## config.mk

```make
export PLATFORM = sky130hd
export DESIGN_NAME = event_packetizer_flat
export DESIGN_NICKNAME = d
export VERILOG_FILES = /design/src/rtl/lib_arbiter_pkg.sv /design/src/rtl/event_packetizer_if.sv /design/src/rtl/event_fifo.sv /design/src/rtl/event_packetizer.sv /design/src/flat_wrapper.sv
export SDC_FILE = /design/constraint.sdc
export NUM_CORES = 1
export LEC_CHECK = 0
export CAP_MARGIN = 10
export CORE_MARGIN = 1.5
export CORE_UTILIZATION = 55
export CTS_BUF_LIST = sky130_fd_sc_hd__clkbuf_4 sky130_fd_sc_hd__clkbuf_8
export CTS_CLUSTER_SIZE = 14
export DETAILED_ROUTE_END_ITERATION = 10
export HOLD_SLACK_MARGIN = 0.03
export PLACE_DENSITY_LB_ADDON = 0.12
export SLEW_MARGIN = 25
export SYNTH_ARGS = -nofsm -noshare
export SYNTH_HDL_FRONTEND = slang
export SYNTH_SLANG_ARGS = --single-unit
export TNS_END_PERCENT = 10
```

## constraint.sdc

```tcl
create_clock -name clk_i -period 11.4 [get_ports clk_i]
set_clock_uncertainty 0.05 [all_clocks]
set_input_delay 2.28 -clock clk_i [delete_from_list [all_inputs] [get_ports clk_i]]
set_output_delay 2.28 -clock clk_i [all_outputs]
set_load 0.05 [all_outputs]
```

## src/rtl/lib_arbiter_pkg.sv

```systemverilog
// Shared widths and types for the arbiter event path and the event packetizer.
package lib_arbiter_pkg;
  localparam int ROW_ADD  = 11;
  localparam int COL_ADD  = 11;
  localparam int POLARITY = 2;
  localparam int SIZE     = 34;
  localparam int WIDTH    = 32;

  localparam int EV_W = ROW_ADD + COL_ADD + POLARITY + SIZE;

  localparam logic [1:0] TAG_W0 = 2'b10;
  localparam logic [1:0] TAG_W1 = 2'b01;

  // Timestamp split: upper bits ride in word0, the rest fill word1 below its tag and pad.
  localparam int TS_HI_W = WIDTH - 2 - POLARITY - ROW_ADD - COL_ADD;
  localparam int TS_LO_W = SIZE - TS_HI_W;

  typedef struct packed {
    logic [POLARITY-1:0] polarity;
    logic [ROW_ADD-1:0]  x_add;
    logic [COL_ADD-1:0]  y_add;
    logic [SIZE-1:0]     timestamp;
  } event_t;

  typedef enum logic [1:0] {
    IDLE    = 2'd0,
    SEND_W0 = 2'd1,
    SEND_W1 = 2'd2
  } pk_state_e;
endpackage

```

## src/rtl/event_packetizer_if.sv

```systemverilog
// Event-in / word-out bundle of the packetizer; slave is the packetizer side.
interface event_packetizer_if
  import lib_arbiter_pkg::*;
#(
  parameter int DROP_CNT_W = 16
);
  logic                  ev_valid_i;
  logic [ROW_ADD-1:0]    x_add_i;
  logic [COL_ADD-1:0]    y_add_i;
  logic [POLARITY-1:0]   polarity_i;
  logic [SIZE-1:0]       timestamp_i;
  logic [WIDTH-1:0]      data_o;
  logic                  data_valid_o;
  logic                  data_ready_i;
  logic                  fifo_full_o;
  logic                  fifo_empty_o;
  logic [DROP_CNT_W-1:0] drop_cnt_o;

  modport master (
    output ev_valid_i, x_add_i, y_add_i, polarity_i, timestamp_i, data_ready_i,
    input  data_o, data_valid_o, fifo_full_o, fifo_empty_o, drop_cnt_o
  );

  modport slave (
    input  ev_valid_i, x_add_i, y_add_i, polarity_i, timestamp_i, data_ready_i,
    output data_o, data_valid_o, fifo_full_o, fifo_empty_o, drop_cnt_o
  );
endinterface

```

## src/rtl/event_fifo.sv

```systemverilog
// Synchronous show-ahead event FIFO; head entry is readable combinationally.
module event_fifo
  import lib_arbiter_pkg::*;
#(
  parameter int DEPTH = 16
) (
  input  logic   clk_i,
  input  logic   reset_i,
  input  logic   push,
  input  logic   pop,
  input  event_t wr_data,
  output event_t rd_data,
  output logic   full,
  output logic   empty
);
  localparam int AW = $clog2(DEPTH);

  event_t        mem [DEPTH];
  logic [AW-1:0] wr_ptr;
  logic [AW-1:0] rd_ptr;
  logic [AW:0]   count;
  logic          do_push;
  logic          do_pop;

  assign full    = (count == (AW+1)'(DEPTH));
  assign empty   = (count == '0);
  assign do_push = push && !full;
  assign do_pop  = pop && !empty;
  assign rd_data = mem[rd_ptr];

  // Pointers are exactly AW bits wide, so wrap modulo DEPTH is free.
  always_ff @(posedge clk_i) begin
    if (reset_i) begin
      wr_ptr <= '0;
      rd_ptr <= '0;
      count  <= '0;
    end else begin
      if (do_push) wr_ptr <= wr_ptr + 1'b1;
      if (do_pop)  rd_ptr <= rd_ptr + 1'b1;
      case ({do_push, do_pop})
        2'b10:   count <= count + 1'b1;
        2'b01:   count <= count - 1'b1;
        default: count <= count;
      endcase
    end
  end

  always_ff @(posedge clk_i) begin
    if (do_push) mem[wr_ptr] <= wr_data;
  end
endmodule

```

## src/rtl/event_packetizer.sv

```systemverilog
// Buffers arbiter events and streams each one out as a tagged two-word packet.
module event_packetizer
  import lib_arbiter_pkg::*;
#(
  parameter int FIFO_DEPTH = 16,
  parameter int DROP_CNT_W = 16
) (
  input  logic              clk_i,
  input  logic              reset_i,
  event_packetizer_if.slave bus
);
  event_t                wr_ev;
  event_t                head_ev;
  logic                  fifo_full;
  logic                  fifo_empty;
  logic                  push;
  logic                  pop;
  logic                  load_w0;
  logic                  load_w1;
  pk_state_e             state_p1;
  pk_state_e             state_d;
  logic [WIDTH-1:0]      data_p1;
  logic [TS_LO_W-1:0]    ts_lo_p1;
  logic                  vld_p1;
  logic [DROP_CNT_W-1:0] drop_cnt;

  function automatic logic [WIDTH-1:0] pack_w0(input event_t ev);
    return {TAG_W0, ev.polarity, ev.x_add, ev.y_add, ev.timestamp[SIZE-1 -: TS_HI_W]};
  endfunction

  function automatic logic [WIDTH-1:0] pack_w1(input logic [TS_LO_W-1:0] ts_lo);
    return {TAG_W1, 2'b00, ts_lo};
  endfunction

  function automatic logic [DROP_CNT_W-1:0] sat_inc(input logic [DROP_CNT_W-1:0] v);
    return (v == '1) ? v : v + 1'b1;
  endfunction

  // Stage p0: event capture into the FIFO
  assign wr_ev = '{polarity:  bus.polarity_i,
                   x_add:     bus.x_add_i,
                   y_add:     bus.y_add_i,
                   timestamp: bus.timestamp_i};
  assign push  = bus.ev_valid_i && !fifo_full;

  event_fifo #(
    .DEPTH (FIFO_DEPTH)
  ) u_fifo (
    .clk_i   (clk_i),
    .reset_i (reset_i),
    .push    (push),
    .pop     (pop),
    .wr_data (wr_ev),
    .rd_data (head_ev),
    .full    (fifo_full),
    .empty   (fifo_empty)
  );

  // A full FIFO drops the event even when a pop frees a slot this same cycle.
  always_ff @(posedge clk_i) begin
    if (reset_i)                           drop_cnt <= '0;
    else if (bus.ev_valid_i && fifo_full)  drop_cnt <= sat_inc(drop_cnt);
  end

  always_ff @(posedge clk_i) begin
    if (reset_i) state_p1 <= IDLE;
    else         state_p1 <= state_d;
  end

  always_comb begin
    state_d = state_p1;
    pop     = 1'b0;
    load_w0 = 1'b0;
    load_w1 = 1'b0;
    case (state_p1)
      IDLE: begin
        if (!fifo_empty) begin
          pop     = 1'b1;
          load_w0 = 1'b1;
          state_d = SEND_W0;
        end
      end
      SEND_W0: begin
        if (bus.data_ready_i) begin
          load_w1 = 1'b1;
          state_d = SEND_W1;
        end
      end
      SEND_W1: begin
        if (bus.data_ready_i) begin
          if (!fifo_empty) begin
            pop     = 1'b1;
            load_w0 = 1'b1;
            state_d = SEND_W0;
          end else begin
            state_d = IDLE;
          end
        end
      end
      default: state_d = IDLE;
    endcase
  end

  // Stage p1: output word register; holds while the consumer stalls
  always_ff @(posedge clk_i) begin
    if (reset_i) begin
      data_p1  <= '0;
      ts_lo_p1 <= '0;
    end else if (load_w0) begin
      data_p1  <= pack_w0(head_ev);
      ts_lo_p1 <= head_ev.timestamp[TS_LO_W-1:0];
    end else if (load_w1) begin
      data_p1  <= pack_w1(ts_lo_p1);
    end
  end

  assign vld_p1 = (state_p1 == SEND_W0) || (state_p1 == SEND_W1);

  assign bus.data_o       = data_p1;
  assign bus.data_valid_o = vld_p1;
  assign bus.fifo_full_o  = fifo_full;
  assign bus.fifo_empty_o = fifo_empty;
  assign bus.drop_cnt_o   = drop_cnt;
endmodule

```

## src/flat_wrapper.sv

```systemverilog
// flat-port wrapper written by rule: the top's interface ports become plain ports
module event_packetizer_flat import lib_arbiter_pkg::*;
#(
  parameter int FIFO_DEPTH = 16,
  parameter int DROP_CNT_W = 16
)
  (clk_i, reset_i, bus_ev_valid_i, bus_x_add_i, bus_y_add_i, bus_polarity_i, bus_timestamp_i, bus_data_ready_i, bus_data_o, bus_data_valid_o, bus_fifo_full_o, bus_fifo_empty_o, bus_drop_cnt_o);
  event_packetizer_if #(.DROP_CNT_W(DROP_CNT_W)) bus_i ();
  input  logic clk_i;
  input  logic reset_i;
  input wire logic [$bits(bus_i.ev_valid_i)-1:0] bus_ev_valid_i;
  input wire logic [$bits(bus_i.x_add_i)-1:0] bus_x_add_i;
  input wire logic [$bits(bus_i.y_add_i)-1:0] bus_y_add_i;
  input wire logic [$bits(bus_i.polarity_i)-1:0] bus_polarity_i;
  input wire logic [$bits(bus_i.timestamp_i)-1:0] bus_timestamp_i;
  input wire logic [$bits(bus_i.data_ready_i)-1:0] bus_data_ready_i;
  output wire logic [$bits(bus_i.data_o)-1:0] bus_data_o;
  output wire logic [$bits(bus_i.data_valid_o)-1:0] bus_data_valid_o;
  output wire logic [$bits(bus_i.fifo_full_o)-1:0] bus_fifo_full_o;
  output wire logic [$bits(bus_i.fifo_empty_o)-1:0] bus_fifo_empty_o;
  output wire logic [$bits(bus_i.drop_cnt_o)-1:0] bus_drop_cnt_o;
  assign bus_i.ev_valid_i = bus_ev_valid_i;
  assign bus_i.x_add_i = bus_x_add_i;
  assign bus_i.y_add_i = bus_y_add_i;
  assign bus_i.polarity_i = bus_polarity_i;
  assign bus_i.timestamp_i = bus_timestamp_i;
  assign bus_i.data_ready_i = bus_data_ready_i;
  assign bus_data_o = bus_i.data_o;
  assign bus_data_valid_o = bus_i.data_valid_o;
  assign bus_fifo_full_o = bus_i.fifo_full_o;
  assign bus_fifo_empty_o = bus_i.fifo_empty_o;
  assign bus_drop_cnt_o = bus_i.drop_cnt_o;
  event_packetizer #(.FIFO_DEPTH(FIFO_DEPTH), .DROP_CNT_W(DROP_CNT_W)) u_core (.clk_i(clk_i), .reset_i(reset_i), .bus(bus_i));
endmodule
```

==> impl_results.md <==
* Status: completed
* Hold path cells at 2
* Slew @ Worst Pin at 1.04 ns
* Crit path DAT at 6.10 ns
* Tightest hold margin at 0.418 ns
* First-pass GRT wire length at 128000 um
* Most frequent cells in the layout: edfxtp_1, mux4_2, clkbuf_8, nor2_1, clkdlybuf4s50_1
* Fillers at 4796
* Cell area after layout at 44700 um2
* Commonest non-fill, non-tap cell in the layout: edfxtp_1
* Internal at 0.00692 W
* Most used cell, CP: ha_1
* HP Class: flip-flop to flip-flop
* Postcts setup bufs at 0
* Worst slew margin at 30.6%
* Clock sink count at 1023
* R2r startpoint: u_core.u_fifo.count[1]
* Leading area contributor after synthesis: edfxtp_1
* Yosys top cell area share at 71.8%
* H-tree Lvls at 4
* CP max-delay cell: buf_4
* Clk pwr share at 33.0%
* # nets final at 2176
* Drt wl/cell at 27.3 um
* Top post-synthesis cells by area: edfxtp_1, mux4_2, dfxtp_1
* Top FF cell, synth: edfxtp_1
* Synth Register Bits at 1023
* Setup Viol. Count Final at 0
* Initial antenna violation count at 4
* Setup TNS at 0 ns
* Via Count at 19300
* WS Path Type: primary input to flip-flop
* Reg-to-reg slack, setup at 7.04 ns
* PD cells at 214 nW/um2
* DP Wirelength at 45200 um
* Minimum clock period at 5.48 ns
* Reg-to-reg critical path endpoint: u_core.u_fifo.count[4]
* Post-synthesis sequential area ratio at 76.7%
* Max Fclk at 182 MHz
* Initial Util at 55.6%
* Total Power at 0.00956 W
* Clock root cell: clkbuf_8
* DIE HEIGHT at 269 um
* R2R cell count at 12
* Vias/cell at 6.08
* P&R area growth vs syn at 15.1%
* Worst-path clk slew at 0.06 ns
* PortBufs at 112
* Worst hold start: u_core.bus.data_o[31]
* CP peak stage delay at 0.67 ns
* Yosys cell types at 48
* Crit share post-route at 48.1%
* Combinational power share at 20.7%
* Hold EP: u_core.bus.data_o[31]
* Multi-input logic area at 8680 um2
* Layout cell share with drive strength beyond 1 at 26.3%
* Worst skew pair latency at 0.78 ns
* RSZ-0062 raised after global routing: false
* Crit path max fanout at 63
* Antenna-violating nets left at 0
* Global Route Usage Sum at 24.8%
* Final Hold Viols at 0
* Synth Area per Inst at 20.5 um2
* Clk buf depth at 3
* Residual DRC at 0
* CTS tree: built
* Ys async rst share at 0%
* # rows at 97
* Crit-path cells: clkdlybuf4s50_1 -> a21o_1 -> o21ai_4 -> buf_4 -> inv_1 -> ha_1 -> xor2_1 -> ha_1 -> nor4_1 -> mux2i_1 -> or4_1 -> o41ai_1 -> mux2_2
* Placer congestion estimate at 0.774
* Syn nets at 1967
* Initial DRC Count at 1879
* IO Count at 113
* Max Cap Viol at 0
* Largest net degree at the start of global routing at 65
* Vias in the first global route at 20000
* Core Util, Final at 63.9%
* Slew Limit Fails at 0
* Leakage Power at 14.2 nW
* Cell area after synthesis at 38800 um2
* Final WL at 86700 um
* Register area at 29800 um2
* Sw frac at 27.6%
* Worst setup EP type: flip-flop
* Core area at 69900 um2
* Total CTS buffers at 163
* Required time worst endpoint at 12.02 ns
* Net Switching at 0.00264 W
* # hold bufs at CTS at 0
* Startpoint types: primary input
* Post-DP Area at 41200 um2
* Synth Instances at 1892
* Reg power frac at 46.3%
* Die area at 72200 um2
* Ys Warns at 0
* Maximum VDD drop at 0.000148 V
* Global route total overflow at 0
* EDFF count, synth at 928
* Die width at 269 um
* Cts repair resizes at 0
* TritonRoute pass-1 iters at 5
==> metal layers <==
metal | up-vias | part of all wire (%) | global-route usage, %
met3 | 136 | 6.1 | 4.57
met5 | - | 0.015 | 0
met1 | 10200 | 42 | 34.7
li1 | 8292 | - | -
met4 | 2 | 2.1 | 7.64
met2 | 698 | 49 | 40.1
==> critical path, delay by kind of cell <==
kind	cells	cell delay, ns
buffers and inverters	3	1.47
adder cells (fa/ha/maj)	2	0.68
AND/OR/NAND/NOR	2	0.59
multiplexers	2	0.47
AO/OA/AOI/OAI	3	0.41
XOR/XNOR	1	0.20
==> synth_stat cells (all sizes together) (7+ instances only) <==
master	count
xnor2	8
a221oi	28
buf	47
a21oi	73
edfxtp	928
mux2i	60
nand2	16
xor2	12
o211ai	7
mux4	232
inv	12
nor2	137
clkbuf	67
nand3	7
nor3	9
dfxtp	95
ha	13
a22oi	88
==> power groups by stage <==
stage	sequential [W]	clock [W]	combinational, W
floorplan	0.00454	0	0.00140
global placement	0.00453	0	0.00194
detailed placement	0.00453	0	0.00197
CTS	0.00445	0.00322	0.00197
global route	0.00444	0.00338	0.00213
finish	0.00443	0.00315	0.00197
==> per-stage QoR <==
stage	instances	worst slack, ns
final	3179	5.92
after global routing	3178	5.73
after CTS	3172	6.01
after detailed placement	2872	5.16
after global placement	2866	5.22
after floorplan	1892	3.82
==> state kept, by name (all words and copies together) (netlist names), named ones only <==
name / flops
u_core.state_p1: 2
u_core.bus.drop_cnt_o: 16
u_core.u_fifo.rd_ptr: 4
u_core.ts_lo_p1: 28
u_core.bus.data_o: 32
u_core.u_fifo.wr_ptr: 4
u_core.u_fifo.mem: 928
u_core.u_fifo.count: 5
==> logic make-up (layout without fill, tap and decap cells) <==
family	after synthesis	in the layout	share of synthesized area, %
XOR/XNOR	20	20	0.451
multiplexers	293	293	15.0
adder cells (fa/ha/maj)	13	13	0.419
buffers and inverters	126	470	1.37
AO/OA/AOI/OAI	212	212	3.70
flip-flops	1023	1023	76.7
other	0	3	0
AND/OR/NAND/NOR	205	205	2.38
==> layout make-up <==
cell class	instances	area share (%)
flip-flops and latches	1023	66.6
multi-input cells	743	19.4
clock buffers	251	6.82
repair buffers	158	3.67
well taps	940	2.63
clock inverters	49	0.728
inverters	12	0.101
diodes	3	0.0168
==> how the worst max path moves through the flow <==
| stage | start | endpoint | slack, ns | cells after the start |
|---|---|---|---|---|
| 6_report | bus_data_ready_i | u_core.u_fifo.count[4] | 5.92 | 13 |
| 5_1_grt | bus_data_ready_i | u_core.u_fifo.count[4] | 5.73 | 13 |
| 4_1_cts | bus_data_ready_i | u_core.u_fifo.count[4] | 6.01 | 13 |
| 3_5_place_dp | bus_data_ready_i | u_core.u_fifo.count[4] | 5.16 | 13 |
| 3_3_place_gp | bus_data_ready_i | u_core.u_fifo.count[4] | 5.22 | 13 |
| 2_1_floorplan | bus_ev_valid_i | u_core.u_fifo.mem[3][0] | 3.82 | 5 |
No activity file was read; power rests on OpenSTA's default activity.
